===== src/rtl/ro_puf_response_reader_if.sv =====
// Host-side bundle between the RO-PUF response reader and its environment.
// Carries the run request, the PUF array select/enable/clear and counter values,
// and the response word with its valid/ready handshake.
interface ro_puf_response_reader_if #(
  parameter int NUM_BITS = 16
);
  logic                start;
  logic [3:0]          offset;
  logic [11:0]         count1;
  logic [11:0]         count2;
  logic                response_ready;
  logic [3:0]          ro_select1;
  logic [3:0]          ro_select2;
  logic                ro_enable;
  logic                ro_reset;
  logic [NUM_BITS-1:0] response;
  logic                response_valid;
  logic                busy;
  logic [7:0]          tie_count;

  // Reader side: drives the array controls and the response.
  modport master (
    input  start, offset, count1, count2, response_ready,
    output ro_select1, ro_select2, ro_enable, ro_reset,
    output response, response_valid, busy, tie_count
  );

  // Environment side: host, PUF array and response consumer.
  modport slave (
    output start, offset, count1, count2, response_ready,
    input  ro_select1, ro_select2, ro_enable, ro_reset,
    input  response, response_valid, busy, tie_count
  );
endinterface


===== src/rtl/ro_puf_response_reader.sv =====
// RO-PUF challenge sequencer: per bit clears a pair, measures WINDOW cycles, settles, compares counts.
// Latency: NUM_BITS*(WINDOW+SETTLE+3) cycles from start to response_valid; all outputs registered.
// Backpressure: holds response/valid in DONE until response_ready; start ignored while busy.
module ro_puf_response_reader #(
  parameter int NUM_BITS = 16,
  parameter int WINDOW   = 4095,
  parameter int SETTLE   = 3
) (
  input logic                     clock,
  input logic                     reset,
  ro_puf_response_reader_if.master bus
);

  localparam int IDX_W = 7;
  localparam int CNT_W = 12;

  typedef enum logic [2:0] {
    S_IDLE,
    S_CLEAR,
    S_MEASURE,
    S_SETTLE,
    S_CAPTURE,
    S_DONE
  } state_t;

  state_t              r_state;
  logic [CNT_W-1:0]    r_cnt;
  logic [IDX_W-1:0]    r_idx;
  logic [3:0]          r_off;

  logic [3:0]          r_sel1;
  logic [3:0]          r_sel2;
  logic                r_en;
  logic                r_rst;
  logic [NUM_BITS-1:0] r_resp;
  logic                r_vld;
  logic                r_busy;
  logic [7:0]          r_tie;

  state_t              w_state_nxt;
  logic [CNT_W-1:0]    w_cnt_nxt;
  logic [IDX_W-1:0]    w_idx_nxt;
  logic [IDX_W-1:0]    w_idx_inc;
  logic [3:0]          w_off_nxt;
  logic                w_launch;
  logic                w_capture;

  assign w_idx_inc = r_idx + IDX_W'(1);
  assign w_capture = (r_state == S_CAPTURE);

  // Next-state, phase counter, bit index and latched offset decode.
  always_comb begin
    w_state_nxt = r_state;
    w_cnt_nxt   = r_cnt + CNT_W'(1);
    w_idx_nxt   = r_idx;
    w_off_nxt   = r_off;
    w_launch    = 1'b0;
    case (r_state)
      S_IDLE: begin
        w_cnt_nxt = '0;
        if (bus.start) begin
          w_launch    = 1'b1;
          // A zero offset would compare an oscillator with itself.
          w_off_nxt   = (bus.offset == 4'd0) ? 4'd1 : bus.offset;
          w_idx_nxt   = '0;
          w_state_nxt = S_CLEAR;
        end
      end
      S_CLEAR: begin
        if (r_cnt == CNT_W'(1)) begin
          w_cnt_nxt   = '0;
          w_state_nxt = S_MEASURE;
        end
      end
      S_MEASURE: begin
        if (r_cnt == CNT_W'(WINDOW - 1)) begin
          w_cnt_nxt   = '0;
          w_state_nxt = S_SETTLE;
        end
      end
      S_SETTLE: begin
        if (r_cnt == CNT_W'(SETTLE - 1)) begin
          w_cnt_nxt   = '0;
          w_state_nxt = S_CAPTURE;
        end
      end
      S_CAPTURE: begin
        w_cnt_nxt   = '0;
        w_idx_nxt   = w_idx_inc;
        w_state_nxt = (w_idx_inc == IDX_W'(NUM_BITS)) ? S_DONE : S_CLEAR;
      end
      S_DONE: begin
        w_cnt_nxt = '0;
        if (bus.response_ready) begin
          w_state_nxt = S_IDLE;
        end
      end
      default: begin
        w_cnt_nxt   = '0;
        w_state_nxt = S_IDLE;
      end
    endcase
  end

  // State register, phase counter, bit index and effective offset.
  always_ff @(posedge clock or posedge reset) begin
    if (reset) begin
      r_state <= S_IDLE;
      r_cnt   <= '0;
      r_idx   <= '0;
      r_off   <= 4'd1;
    end else begin
      r_state <= w_state_nxt;
      r_cnt   <= w_cnt_nxt;
      r_idx   <= w_idx_nxt;
      r_off   <= w_off_nxt;
    end
  end

  // Array controls and status flags registered from the next state so they align with it.
  always_ff @(posedge clock or posedge reset) begin
    if (reset) begin
      r_busy <= 1'b0;
      r_vld  <= 1'b0;
      r_en   <= 1'b0;
      r_rst  <= 1'b1;
    end else begin
      r_busy <= (w_state_nxt != S_IDLE);
      r_vld  <= (w_state_nxt == S_DONE);
      r_en   <= (w_state_nxt == S_MEASURE);
      r_rst  <= (w_state_nxt == S_IDLE) || (w_state_nxt == S_CLEAR) ||
                (w_state_nxt == S_DONE);
    end
  end

  // Pair selects load on entry to CLEAR and hold through CAPTURE; index wraps mod 16.
  always_ff @(posedge clock or posedge reset) begin
    if (reset) begin
      r_sel1 <= '0;
      r_sel2 <= '0;
    end else if ((w_state_nxt == S_CLEAR) && (r_state != S_CLEAR)) begin
      r_sel1 <= w_idx_nxt[3:0];
      r_sel2 <= w_idx_nxt[3:0] + w_off_nxt;
    end
  end

  // Response bit capture and saturating tie counter; both cleared when a run launches.
  always_ff @(posedge clock or posedge reset) begin
    if (reset) begin
      r_resp <= '0;
      r_tie  <= '0;
    end else if (w_launch) begin
      r_resp <= '0;
      r_tie  <= '0;
    end else if (w_capture) begin
      for (int i = 0; i < NUM_BITS; i++) begin
        if (r_idx == IDX_W'(i)) begin
          r_resp[i] <= (bus.count1 > bus.count2);
        end
      end
      if ((bus.count1 == bus.count2) && (r_tie != 8'hFF)) begin
        r_tie <= r_tie + 8'd1;
      end
    end
  end

  assign bus.ro_select1     = r_sel1;
  assign bus.ro_select2     = r_sel2;
  assign bus.ro_enable      = r_en;
  assign bus.ro_reset       = r_rst;
  assign bus.response       = r_resp;
  assign bus.response_valid = r_vld;
  assign bus.busy           = r_busy;
  assign bus.tie_count      = r_tie;

endmodule


===== src/flat_wrapper.sv =====
// flat-port wrapper written by rule: the top's interface ports become plain ports
module ro_puf_response_reader_flat 
#(
  parameter int NUM_BITS = 16,
  parameter int WINDOW   = 4095,
  parameter int SETTLE   = 3
)
  (clock, reset, bus_start, bus_offset, bus_count1, bus_count2, bus_response_ready, bus_ro_select1, bus_ro_select2, bus_ro_enable, bus_ro_reset, bus_response, bus_response_valid, bus_busy, bus_tie_count);
  ro_puf_response_reader_if #(.NUM_BITS(NUM_BITS)) bus_i ();
  input logic clock;
  input logic reset;
  input wire logic [$bits(bus_i.start)-1:0] bus_start;
  input wire logic [$bits(bus_i.offset)-1:0] bus_offset;
  input wire logic [$bits(bus_i.count1)-1:0] bus_count1;
  input wire logic [$bits(bus_i.count2)-1:0] bus_count2;
  input wire logic [$bits(bus_i.response_ready)-1:0] bus_response_ready;
  output wire logic [$bits(bus_i.ro_select1)-1:0] bus_ro_select1;
  output wire logic [$bits(bus_i.ro_select2)-1:0] bus_ro_select2;
  output wire logic [$bits(bus_i.ro_enable)-1:0] bus_ro_enable;
  output wire logic [$bits(bus_i.ro_reset)-1:0] bus_ro_reset;
  output wire logic [$bits(bus_i.response)-1:0] bus_response;
  output wire logic [$bits(bus_i.response_valid)-1:0] bus_response_valid;
  output wire logic [$bits(bus_i.busy)-1:0] bus_busy;
  output wire logic [$bits(bus_i.tie_count)-1:0] bus_tie_count;
  assign bus_i.start = bus_start;
  assign bus_i.offset = bus_offset;
  assign bus_i.count1 = bus_count1;
  assign bus_i.count2 = bus_count2;
  assign bus_i.response_ready = bus_response_ready;
  assign bus_ro_select1 = bus_i.ro_select1;
  assign bus_ro_select2 = bus_i.ro_select2;
  assign bus_ro_enable = bus_i.ro_enable;
  assign bus_ro_reset = bus_i.ro_reset;
  assign bus_response = bus_i.response;
  assign bus_response_valid = bus_i.response_valid;
  assign bus_busy = bus_i.busy;
  assign bus_tie_count = bus_i.tie_count;
  ro_puf_response_reader #(.NUM_BITS(NUM_BITS), .WINDOW(WINDOW), .SETTLE(SETTLE)) u_core (.clock(clock), .reset(reset), .bus(bus_i));
endmodule

===== config.mk =====
export PLATFORM = sky130hd
export DESIGN_NAME = ro_puf_response_reader_flat
export DESIGN_NICKNAME = d
export VERILOG_FILES = /design/src/rtl/ro_puf_response_reader_if.sv /design/src/rtl/ro_puf_response_reader.sv /design/src/flat_wrapper.sv
export SDC_FILE = /design/constraint.sdc
export NUM_CORES = 1
export LEC_CHECK = 0
export ABC_CLOCK_PERIOD_IN_PS = 6400
export CAP_MARGIN = 20
export CELL_PAD_IN_SITES_DETAIL_PLACEMENT = 0
export CELL_PAD_IN_SITES_GLOBAL_PLACEMENT = 2
export CORE_MARGIN = 10
export CORE_UTILIZATION = 34
export CTS_CLUSTER_DIAMETER = 80
export CTS_CLUSTER_SIZE = 25
export DETAILED_ROUTE_END_ITERATION = 12
export GPL_TIMING_DRIVEN = 0
export PLACE_DENSITY_LB_ADDON = 0.1
export SYNTH_ARGS = -nofsm -noshare
export SYNTH_HDL_FRONTEND = slang
export SYNTH_SLANG_ARGS = --single-unit

===== constraint.sdc =====
create_clock -name clock -period 6.4 [get_ports clock]
set_input_delay 1.28 -clock clock [delete_from_list [all_inputs] [get_ports clock]]
set_output_delay 1.28 -clock clock [all_outputs]
set_load 0.01 [all_outputs]

==> results by group <==
Clock tree
  – Max clock buf depth: 2
  – Worst-path clk slew: 70 ps
  – CTS resizes: 0
  – Skew-Pair Late Insertion Delay: 340 ps
  – Clock buffer count from CTS: 9
  – Post-CTS Hold Buffers: 0
  – H-tree depth: 3
  – Post-CTS setup buffer count: 0
  – Clock sinks: 62
  – CTS tree: done
  – Root Driver: clkbuf_8

Synthesis
  – Unique masters post-synth: 46
  – Async S/R FF share, synth: 1.00
  – Synthesized instance count: 361
  – Synthesized area: 3440 µm²
  – Mean Syn Cell Area: 9.54 µm²
  – Synthesis warning total: 0
  – FF+latch count, synth: 62
  – Sequential cell area fraction in the yosys report: 0.451
  – Post-synth EDFFs: 0
  – Top_reg_cell synth: dfrtp_1
  – Post-synth net total: 418

Worst setup path
  – Critical Path AT: 4170 ps
  – RR Endpoint: u_core.bus.ro_select2[3]$_DFFE_PP0P_
  – CP peak stage delay: 480 ps
  – CP Launch Point: bus_start
  – Crit path max fanout: 10
  – Worst-path cell chain: clkdlybuf4s50_1, nand3_1, clkbuf_1, buf_1, nand2_1, nand2_1, ha_1, a21o_1, a21oi_1, xnor2_1, xor2_1, mux2_4
  – R2r setup slk: 3270 ps
  – WS Path Type: in -> reg
  – CP Capture Type: flop
  – R2R depth: 13
  – CP max-delay cell: clkdlybuf4s50_1
  – Startpoint types: input port
  – Req. time, crit path: 6630 ps
  – Top cell by count, worst path: nand2_1
  – FF-to-FF Start: u_core.r_state[2]$_DFF_PP0_
  – Critical Path Sink: u_core.bus.ro_select2[3]$_DFFE_PP0P_

Detailed routing
  – Pre-antenna DRT Iters: 4
  – 1st-iter DRT viols: 123
  – Detailed Route WL: 8610 µm
  – Vias per inst: 4.79
  – Routed Antenna Nets: 0
  – # DRC: 0
  – DR vias: 2,767
  – WL/cell: 14.9 µm

Floorplanning
  – Row cnt: 36
  – Initial Util: 0.351
  – Num ports: 68
  – Core footprint: 9820 µm²
  – Die ar.: 14,600 µm²
  – Die Span Y: 121 µm
  – Die width: 121 µm

Timing
  – Clock skew: 10.0 ps
  – Setup Viol. Count Final: 0
  – Slew margin rel.: 0.531
  – Fin. Hold Viols: 0
  – Setup ws final: 2460 ps
  – Min cycle time layout: 3940 ps
  – Pins over their slew limit: 0
  – Hold_ws: 485 ps
  – Period Utilization, post-route: 0.616
  – Setup TNS: 0 ps
  – Unrepaired setup endpoints after global routing: false
  – Fmax: 254 MHz
  – Slew @ Worst Pin: 702 ps

Final layout
  – Synth-to-Final Area Change: 29.9%
  – Share of cells above drive strength 1: 0.0831
  – # diodes: 0
  – Most frequent cells in the layout: clkdlybuf4s50_1, dfrtp_1, nand3_1
  – Commonest non-fill, non-tap cell in the layout: clkdlybuf4s50_1
  – Nets: 497

Hold path
  – Hold Path Depth: 2
  – Hold Crit Start: u_core.r_off[2]$_DFF_PP0_
  – HP Class: reg -> reg

Global routing
  – Initial antenna violation count: 0
  – Total track usage: 0.124
  – Number of global-route vias before repair: 2,887
  – GR Overflow Total: 0
  – First-pass GRT wire length: 14,700 µm
  – Largest net degree at the start of global routing: 33

Power and ir drop
  – Maximum VDD drop: 112 µV
  – P_leak: 1.96 nW
  – Cell Pwr Density: 281 nW/µm²

Job
  – Max Cap Viol: 0

Placed design
  – GPL Wtd Cong: 0.786
  – Hpwl dp: 6520 µm
  – Dpl ws: 2050 ps
  – Port bufs: 67

Run status
  – Status: finished clean
[per-stage QoR]
stage          total power [mW]  instance area [µm²]  utilization  std cells
2_1_floorplan             0.786                 3440            -        361
3_3_place_gp              0.953                 4280        0.436        561
3_5_place_dp              0.958                 4300        0.438        562
4_1_cts                    1.28                 4470        0.456        578
5_1_grt                    1.36                 4470        0.456        578
6_report                   1.26                 4470        0.456        578
[synthesized netlist by cell type, types with 4 or more instances]
cell type | number | area (µm²)
dfrtp_1 | 60 | 1500
nand3_1 | 42 | 210
nor2_1 | 34 | 128
nand2_1 | 28 | 105
inv_1 | 27 | 101
ha_1 | 24 | 300
o21ai_0 | 22 | 110
xnor2_1 | 14 | 123
nor3_1 | 9 | 45.0
xor2_1 | 9 | 78.8
a21oi_1 | 7 | 35.0
clkbuf_1 | 7 | 26.3
and3_1 | 6 | 37.5
mux2_4 | 6 | 90.1
a21o_1 | 5 | 37.5
nand4_1 | 5 | 31.3
o211ai_1 | 5 | 37.5
o22ai_1 | 5 | 31.3
buf_2 | 4 | 20.0
o31ai_1 | 4 | 30.0
[cells by family after synthesis]
kind of cell / after synthesis / share of synthesized area
mux: 9 / 0.0356
fa+ha+maj: 25 / 0.0930
flops: 62 / 0.451
buf+inv: 41 / 0.0505
simple gates: 144 / 0.207
compound gates: 57 / 0.104
xor+xnor: 23 / 0.0585
[worst min-delay path by stage]
stage / end / slack [ps]
global placement: u_core.bus.response[1]$_DFFE_PP0P_ / 480
CTS: u_core.r_off[2]$_DFF_PP0_ / 490
finish: u_core.r_off[2]$_DFF_PP0_ / 490
global route: u_core.r_off[2]$_DFF_PP0_ / 510
detailed placement: u_core.r_off[2]$_DFF_PP0_ / 480
floorplan: u_core.r_off[2]$_DFF_PP0_ / 450
[sequential cells by signal, indices dropped and copies added, names as in the netlist]
register,cells
u_core.bus.busy,1
u_core.bus.ro_select2,4
u_core.bus.ro_select1,4
u_core.r_idx,7
u_core.r_off,4
u_core.bus.ro_enable,1
u_core.r_cnt,12
u_core.bus.response_valid,1
u_core.bus.response,16
u_core.bus.ro_reset,1
u_core.bus.tie_count,8
u_core.r_state,3
[per-layer routing]
metal	up-vias	global-route usage	part of all wire
met3	12	0.0409	0.053
li1	1413	-	-
met5	-	0	0
met4	0	0.0430	0.015
met1	1289	0.158	0.48
met2	53	0.193	0.45
[worst max-delay path, delay by kind of cell]
family / cells / cell delay, ps
buffers and inverters: 3 / 1300
XOR/XNOR: 2 / 270
AO/OA/AOI/OAI: 2 / 330
multiplexers: 1 / 260
AND/OR/NAND/NOR: 3 / 480
adder cells (fa/ha/maj): 1 / 250
[area by class of cell]
cell class	count	area, µm²
repair buffers	68	691
flip-flops and latches	62	1550
multi-input cells	258	1720
plain buffers	14	72.6
well taps	133	166
inverters	27	101
clock inverters	2	10.0
fillers	1044	5350
clock buffers	14	163
[where the power goes]
part	total, mW	switching [mW]	internal (mW)	leakage (nW)
combinational	0.441	0.240	0.201	1.04
sequential	0.500	0.0420	0.458	0.832
clock	0.315	0.154	0.161	0.0905
(Power assumes the default switching activity.)
